**src/rtl/packet_filter_pkg.sv**
```systemverilog
// Shared packet-switch types: filtered AXIS stream with destination tag,
// the ingress port count and the egress arbiter FSM states.
package packet_filter;

  localparam int NUM_INGRESS_PORTS = 4;

  typedef struct packed {
    logic        tvalid;
    logic [15:0] tdata;
    logic        tlast;
    logic [1:0]  tdest;
  } axis_d_source_t;

  typedef struct packed {
    logic tready;
  } axis_d_sink_t;

  typedef enum logic {
    ARB_IDLE = 1'b0,
    ARB_LOCK = 1'b1
  } arb_state_t;

endpackage

```
**src/rtl/rr_picker.sv**
```systemverilog
// Combinational round-robin picker: one-hot of the first request at or
// after last_grant+1, wrapping modulo N; all zero when nothing requests.
module rr_picker #(
  parameter int N  = 4,
  parameter int IW = (N > 1) ? $clog2(N) : 1
) (
  input  logic [N-1:0]  req,
  input  logic [IW-1:0] last_grant,
  output logic [N-1:0]  pick
);

  logic [IW-1:0] idx;
  logic          found;

  always_comb begin
    pick  = '0;
    found = 1'b0;
    idx   = '0;
    for (int k = 1; k <= N; k++) begin
      idx = IW'((int'(last_grant) + k) % N);
      if (!found && req[idx]) begin
        pick[idx] = 1'b1;
        found     = 1'b1;
      end
    end
  end

endmodule

```
**src/rtl/egress_arbiter.sv**
```systemverilog
// One crossbar column: round-robin selects whole packets addressed to
// PORT_ID from the ingress streams and forwards them through a registered AXIS master.
module egress_arbiter
  import packet_filter::*;
#(
  parameter int PORT_ID    = 0,
  parameter int NUM_INPUTS = NUM_INGRESS_PORTS
) (
  input  logic                             clk,
  input  logic                             reset,
  input  axis_d_source_t [NUM_INPUTS-1:0]  in_source,
  output axis_d_sink_t   [NUM_INPUTS-1:0]  in_sink,
  output axis_d_source_t                   out_source,
  input  axis_d_sink_t                     out_sink,
  output logic [NUM_INPUTS-1:0]            grant,
  output logic [15:0]                      pkt_count
);

  localparam int         IW   = (NUM_INPUTS > 1) ? $clog2(NUM_INPUTS) : 1;
  localparam logic [1:0] DEST = 2'(PORT_ID);

  arb_state_t            state;
  logic [IW-1:0]         last_grant;
  logic [IW-1:0]         pick_idx;
  logic [NUM_INPUTS-1:0] req;
  logic [NUM_INPUTS-1:0] pick;
  logic                  sel_valid;
  logic                  sel_last;
  logic [15:0]           sel_data;
  logic                  out_full;
  logic                  out_last;
  logic [15:0]           out_data;
  logic [1:0]            out_dest;
  logic                  slot_free;
  logic                  accept;
  logic                  drain;

  always_comb begin
    req = '0;
    for (int i = 0; i < NUM_INPUTS; i++) begin
      req[i] = in_source[i].tvalid && (in_source[i].tdest == DEST);
    end
  end

  rr_picker #(.N(NUM_INPUTS), .IW(IW)) u_picker (
    .req        (req),
    .last_grant (last_grant),
    .pick       (pick)
  );

  always_comb begin
    pick_idx = '0;
    for (int i = 0; i < NUM_INPUTS; i++) begin
      if (pick[i]) pick_idx = IW'(i);
    end
  end

  // While locked, last_grant is the owner of the packet in flight.
  assign sel_valid = in_source[last_grant].tvalid;
  assign sel_last  = in_source[last_grant].tlast;
  assign sel_data  = in_source[last_grant].tdata;

  assign slot_free = !out_full || out_sink.tready;
  assign accept    = (state == ARB_LOCK) && slot_free && sel_valid;
  assign drain     = out_full && out_sink.tready;

  always_comb begin
    in_sink = '0;
    for (int i = 0; i < NUM_INPUTS; i++) begin
      in_sink[i].tready = (state == ARB_LOCK) && grant[i] && slot_free;
    end
  end

  assign out_source = '{tvalid: out_full, tdata: out_data, tlast: out_last, tdest: out_dest};

  always_ff @(posedge clk or negedge reset) begin
    if (!reset) begin
      state      <= ARB_IDLE;
      grant      <= '0;
      last_grant <= IW'(NUM_INPUTS - 1);
    end else if (state == ARB_IDLE) begin
      if (|req) begin
        grant      <= pick;
        last_grant <= pick_idx;
        state      <= ARB_LOCK;
      end
    end else if (accept && sel_last) begin
      grant <= '0;
      state <= ARB_IDLE;
    end
  end

  always_ff @(posedge clk or negedge reset) begin
    if (!reset) begin
      out_full <= 1'b0;
      out_data <= '0;
      out_last <= 1'b0;
      out_dest <= '0;
    end else if (accept) begin
      out_full <= 1'b1;
      out_data <= sel_data;
      out_last <= sel_last;
      out_dest <= DEST;
    end else if (drain) begin
      out_full <= 1'b0;
    end
  end

  always_ff @(posedge clk or negedge reset) begin
    if (!reset) begin
      pkt_count <= '0;
    end else if (drain && out_last) begin
      pkt_count <= pkt_count + 16'd1;
    end
  end

endmodule

```
**config.mk**
```make
export PLATFORM = sky130hd
export DESIGN_NAME = egress_arbiter
export DESIGN_NICKNAME = d
export VERILOG_FILES = /design/src/rtl/packet_filter_pkg.sv /design/src/rtl/rr_picker.sv /design/src/rtl/egress_arbiter.sv
export SDC_FILE = /design/constraint.sdc
export NUM_CORES = 1
export LEC_CHECK = 0
export BUFFER_PORTS_ARGS = -buffer_cell sky130_fd_sc_hd__buf_2
export CORE_MARGIN = 4
export CORE_UTILIZATION = 47
export CTS_BUF_LIST = sky130_fd_sc_hd__clkbuf_8 sky130_fd_sc_hd__clkbuf_16
export CTS_CLUSTER_DIAMETER = 60
export DETAILED_ROUTE_END_ITERATION = 12
export PLACE_DENSITY = 0.87
export SYNTH_ARGS = -nofsm -noshare
export SYNTH_HDL_FRONTEND = slang
export SYNTH_SLANG_ARGS = --single-unit
```
**constraint.sdc**
```tcl
create_clock -name clk -period 2.79 [get_ports clk]
set_input_delay 0.1395 -clock clk [delete_from_list [all_inputs] [get_ports clk]]
set_output_delay 0.1395 -clock clk [all_outputs]
set_load 0.02 [all_outputs]
```
==> results of run 1 <==
-- sequential cells by signal, summed over array words and instances, names as in the netlist --
signal	count
out_full	1
state	1
out_data	16
grant	4
pkt_count	16
out_last	1
last_grant	2
-- worst max-delay path by stage --
stage	start	to	slack, ps	depth (start not counted)
finish	last_grant[1]	grant[3]	430	7
floorplan	last_grant[1]	grant[3]	520	8
global route	last_grant[1]	grant[3]	250	7
global placement	last_grant[1]	grant[3]	540	7
CTS	last_grant[1]	grant[3]	420	7
detailed placement	last_grant[1]	grant[3]	430	7
-- stage by stage --
stage / util / total power [mW] / instances / area (um2) / hold slack (ps)
2_1_floorplan: - / 2.29 / 218 / 2620 / -156
3_3_place_gp: 0.627 / 2.69 / 403 / 3290 / 305
3_5_place_dp: 0.627 / 2.75 / 403 / 3290 / 316
4_1_cts: 0.651 / 3.24 / 412 / 3410 / 246
5_1_grt: 0.651 / 3.43 / 412 / 3410 / 296
6_report: 0.651 / 3.21 / 412 / 3410 / 262
-- worst max-delay path, cell delays in order, from the launching register on --
cell	delay [ps]
dfstp_2	690
inv_1	170
ha_1	340
mux4_2	370
nand2_1	90
o21ai_1	70
a221oi_2	350
o22ai_1	140
-- final cells by class --
type	instances	area share
Multi-Input combinational cell	161	0.442
Sequential cell	41	0.302
Timing Repair Buffer	129	0.194
Tap cell	70	0.0257
Clock buffer	5	0.0202
Clock inverter	3	0.0136
Inverter	3	0.00330
-- cells by family (layout without fill, tap and decap cells) --
logic type	Yosys count	after routing	share of synthesized area
simple gates	74	74	0.151
flops	41	41	0.393
mux	39	39	0.262
compound gates	22	22	0.0664
buf+inv	16	140	0.0330
xor+xnor	15	15	0.0502
fa+ha+maj	9	9	0.0430
other cells	1	2	0.00143
-- cells in the final DEF, fill, tap and decap left out, types with 5 or more instances in the layout --
master,netlist,layout
xnor2_1,11,11
nand2_1,27,27
ha_1,9,9
and3_1,9,9
clkbuf_8,0,5
nor3_1,6,6
mux2_2,17,17
buf_2,3,124
nor2_1,11,11
mux4_2,22,22
dfrtp_1,39,39
-- power by group --
group | internal [mW] | switching, mW
registers | 0.816 | 0.176
clock network | 0.268 | 0.213
logic | 0.840 | 0.892
total | 1.92 | 1.28
-- timing repair --
| item | CTS | global route |
|---|---|---|
| hold buffers | 1 | 0 |
| gates resized for setup | 0 | 0 |
| buffers inserted | 0 | 0 |
| hold endpoints to repair | 2 | 0 |
-- per-layer routing --
layer | wire (um) | up-vias | share of wire
met5 | 0 | - | 0
met4 | 56 | 0 | 0.0085
met3 | 603 | 7 | 0.091
met2 | 3300 | 99 | 0.50
met1 | 2650 | 1068 | 0.40
li1 | - | 1047 | -
==> metrics.txt, run 1 <==
Post-Syn Area=0.00262 mm2; Synth Register Bits=41; Worst Hold Path EP=out_full; Vias/cell=5.39; GRT met1 Usage=0.255; Pre-antenna DRT Iters=4; RD Place Congestion=0.966; CTS clk-pin slew, worst paths=80 ps; main area contributors after synthesis=dfrtp_1 (37%), mux4_2 (19%), mux2_2 (7.3%), ha_1 (4.3%), nand2_1 (3.9%); Hold Path Class=primary input to flop; Mapped Cells=217; Max Cap Violations=0; RSZ-0062 raised after global routing=no; fin crit share=0.845; peak supply drop=0.460 mV; Syn Area/Cell=12.1 um2; num ports=127; Iter 0 DRT Violations=67; run status=finished clean; WL per Instance=16.1 um; fill count=417; async set or reset register ratio after synthesis=1.00; initial antenna violation count=0; cts bufs inserted=5; PnR worst setup slack=431 ps; ys flop type=dfrtp_1; Worst Path Max Fanout=11; static leakage=1.67 nW; WHS Path Cells=3; most frequent cell after synthesis=dfrtp_1; n_diodes=0; IO Port Bufs=124; Yosys top cell by area=dfrtp_1; PwrDens=940 mW/mm2; Fin. Hold Viols=0; actual slew at the worst max-slew pin=899 ps; hpwl dp=5410 um; share of cells above drive strength 1=0.544; global-route wire length before repair=10200 um; Sink Count=41; Nets=433; vias=2221; initial core utilization=0.500; post-route ant nets=0; relative slew slack=0.401; Max Buffers Root-to-Sink=2; Sequential Area=0.00103 mm2; Final Skew=5.20 ps; row count=26; FF-to-FF path depth=7; # DRC=0; GR Util met3=0.0369; Die ar.=0.00683 mm2; max-slew violation total from the final report=0; GRT Total Usage=0.193; total gr overflow=0; synth cell count leaders=dfrtp_1 (39), nand2_1 (27), mux4_2 (22); RR Startpoint=last_grant[1]; critical path arrival=2520 ps; H-tree depth=2; Synth cell types=41; Synth top area share=0.373; crit path capture type=flop; Die Span Y=82.6 um; # setup viols final=0; final wirelength=6610 um; WS Path Type=flop to flop; Worst Hold Launch=out_sink; FF-to-FF End=grant[3]; busiest grt layer=met2; met2 global-route usage=0.330; Setup WS pre-CTS=427 ps; Post-synth EDFFs=0; register area share after synthesis=0.393; Period minus WS final=2360 ps; die width=82.6 um; later-pin clock latency in the skew report=290 ps; core footprint=0.00524 mm2; FMAX=424 MHz; largest net degree at the start of global routing=42; clock root cell=clkbuf_8; WP data required=2950 ps; CTS tree=yes; Area Growth Syn to Fin=30.2%; type of origin of the critical path=flop; R2R Setup Slk=430 ps; Multi-input gate area=0.00151 mm2; vias in the first global route=2145; setup_tns=0 ps; Synth Warn #=0
Power figures use the tool's default switching activity.
==> run 2: changes to the inputs <==
--- a/config.mk
+++ b/config.mk
@@ -7,11 +7,11 @@
 export LEC_CHECK = 0
 export BUFFER_PORTS_ARGS = -buffer_cell sky130_fd_sc_hd__buf_2
 export CORE_MARGIN = 4
-export CORE_UTILIZATION = 47
+export CORE_UTILIZATION = 42
 export CTS_BUF_LIST = sky130_fd_sc_hd__clkbuf_8 sky130_fd_sc_hd__clkbuf_16
 export CTS_CLUSTER_DIAMETER = 60
 export DETAILED_ROUTE_END_ITERATION = 12
-export PLACE_DENSITY = 0.87
+export PLACE_DENSITY = 0.83
 export SYNTH_ARGS = -nofsm -noshare
 export SYNTH_HDL_FRONTEND = slang
 export SYNTH_SLANG_ARGS = --single-unit
==> constraint.sdc (replaced) <==
create_clock -name clk -period 1.9 [get_ports clk]
set_input_delay 0.095 -clock clk [delete_from_list [all_inputs] [get_ports clk]]
set_output_delay 0.095 -clock clk [all_outputs]
set_load 0.02 [all_outputs]
==> run 2 against run 1 <==
Compared with the run above: the flow now finishes with violations (setup timing); clock power is 47% higher; sequential power rose by 47%; power grew 72%; non-clock buffer count is 14 higher; sequential cell count unchanged; critical path depth is the same; clock-buffer cell count up 1; final cell count increased by 5.1%; cell area rose by 8.4%.
==> metrics.txt, run 2 (synthesized netlist as in run 1, its figures left out) <==
run status=complete, but fails checks; failing checks=setup timing; CTS tree=yes; most common cell after layout, fill and taps aside=buf_2; n_diodes=0; final wirelength=7360 um; Max Cap Violations=0; Sink Count=41; # setup viols final=23; GRT Total Usage=0.185; fin crit share=1.09; PnR worst setup slack=-168 ps; relative slew slack=0.646; num ports=127; Nets=449; R2R Setup Slk=-170 ps; peak supply drop=0.732 mV; Area Growth Syn to Fin=41.2%; placement-stage cell area=0.00338 mm2; H-tree depth=2; die width=87.0 um; FMAX=484 MHz; post-route ant nets=0; type of origin of the critical path=flop; CTS clk-pin slew, worst paths=80 ps; WS Path Type=flop to flop; RD Place Congestion=0.974; global-route wire length before repair=11000 um; top flop regs=out_data (16), pkt_count (16), grant (4); cell area after layout=0.00370 mm2; static leakage=1.85 nW; crit path capture type=flop; Die ar.=0.00756 mm2; cts bufs inserted=5; IO Port Bufs=124; setup_tns=-2340 ps; Period minus WS final=2070 ps; clock root cell=clkbuf_8; # DRC=0; Worst Hold Launch=in_source[3]; hpwl dp=5560 um; initial core utilization=0.437; largest net degree at the start of global routing=42; PwrDens=1490 mW/mm2; RR Startpoint=last_grant[0]; vias in the first global route=2339; Sequential Area=0.00103 mm2; total gr overflow=0; Setup WS pre-CTS=-166 ps; WL per Instance=17.0 um; row count=28; Max Buffers Root-to-Sink=2; Pre-antenna DRT Iters=4; Iter 0 DRT Violations=49; actual slew at the worst max-slew pin=531 ps; fill count=482; Hold Path Class=primary input to flop; Fin. Hold Viols=0; core footprint=0.00599 mm2; later-pin clock latency in the skew report=290 ps; Die Span Y=87.0 um; Worst setup startpoint=last_grant[0]; critical path arrival=2280 ps; vias=2373; Multi-input gate area=0.00166 mm2; max-slew violation total from the final report=0; WP data required=2110 ps; Final Skew=7.69 ps; Vias/cell=5.48; initial antenna violation count=0; share of cells above drive strength 1=0.587; fin util=0.617; RSZ-0062 raised after global routing=yes; Worst Path Max Fanout=7; commonest cells after routing, fill and taps aside=buf_2 (124), dfrtp_1 (39), nand2_1 (26)
-- run 2: changes by cell type in the layout (fill, tap and decap cells not counted), moves of 2 or more --
cell	change
nand2_8	+2
o21ai_0	-3
mux2_4	+16
buf_6	+2
mux2_2	-16
buf_4	+11
-- run 2: area by class of cell --
cell class,count,share of cell area
flip-flops and latches,41,0.278
inverters,3,0.00440
clock inverters,2,0.00913
well taps,75,0.0254
clock buffers,6,0.0223
repair buffers,143,0.212
multi-input cells,163,0.448
-- run 2: where the power goes --
group | leakage, nW | total [mW] | internal [mW] | switching [mW]
combinational | 1.27 | 3.34 | 1.69 | 1.65
sequential | 0.517 | 1.46 | 1.20 | 0.262
clock | 0.0626 | 0.707 | 0.423 | 0.284
total | 1.85 | 5.50 | 3.31 | 2.19
-- run 2: routing by layer --
layer / routed length [um] / track usage / vias to the layer above
li1: - / - / 1085
met1: 2830 / 0.221 / 1167
met2: 3830 / 0.331 / 112
met3: 614 / 0.0378 / 9
met4: 85 / 0.0581 / 0
met5: 0 / 0 / -
-- run 2: critical path: stages, from the launching register on --
cell and delay [ps]:
dfstp_2 610, inv_2 80, ha_4 270, mux4_2 360, nor2b_1 170, o22a_1 180, and2_4 160, a31oi_4 160
-- run 2: what timing repair did --
action / 4_1_cts / 5_1_grt
pin swaps: 8 / 4
setup endpoints to repair: 22 / 24
cloned: 0 / 2
hold buffers: 1 / 0
buffers inserted: 6 / 0
resized for setup: 7 / 24
endpoints found under the hold margin: 39 / 0
-- run 2: worst paths after layout --
path                            endpoint  cells after the start
max                        last_grant[1]                      7
min                          out_data[0]                      3
max reg2reg                last_grant[1]                      7
min reg2reg                pkt_count[15]                      1
max in group asynchronous  last_grant[1]                      3
min in group asynchronous   pkt_count[5]                      3
-- run 2: stage by stage --
stage	cells	hold slack, ps	total power, mW
5_1_grt	433	247	5.83
6_report	433	250	5.50
2_1_floorplan	218	-201	3.49
4_1_cts	431	241	5.17
3_3_place_gp	416	184	4.14
3_5_place_dp	416	184	4.25
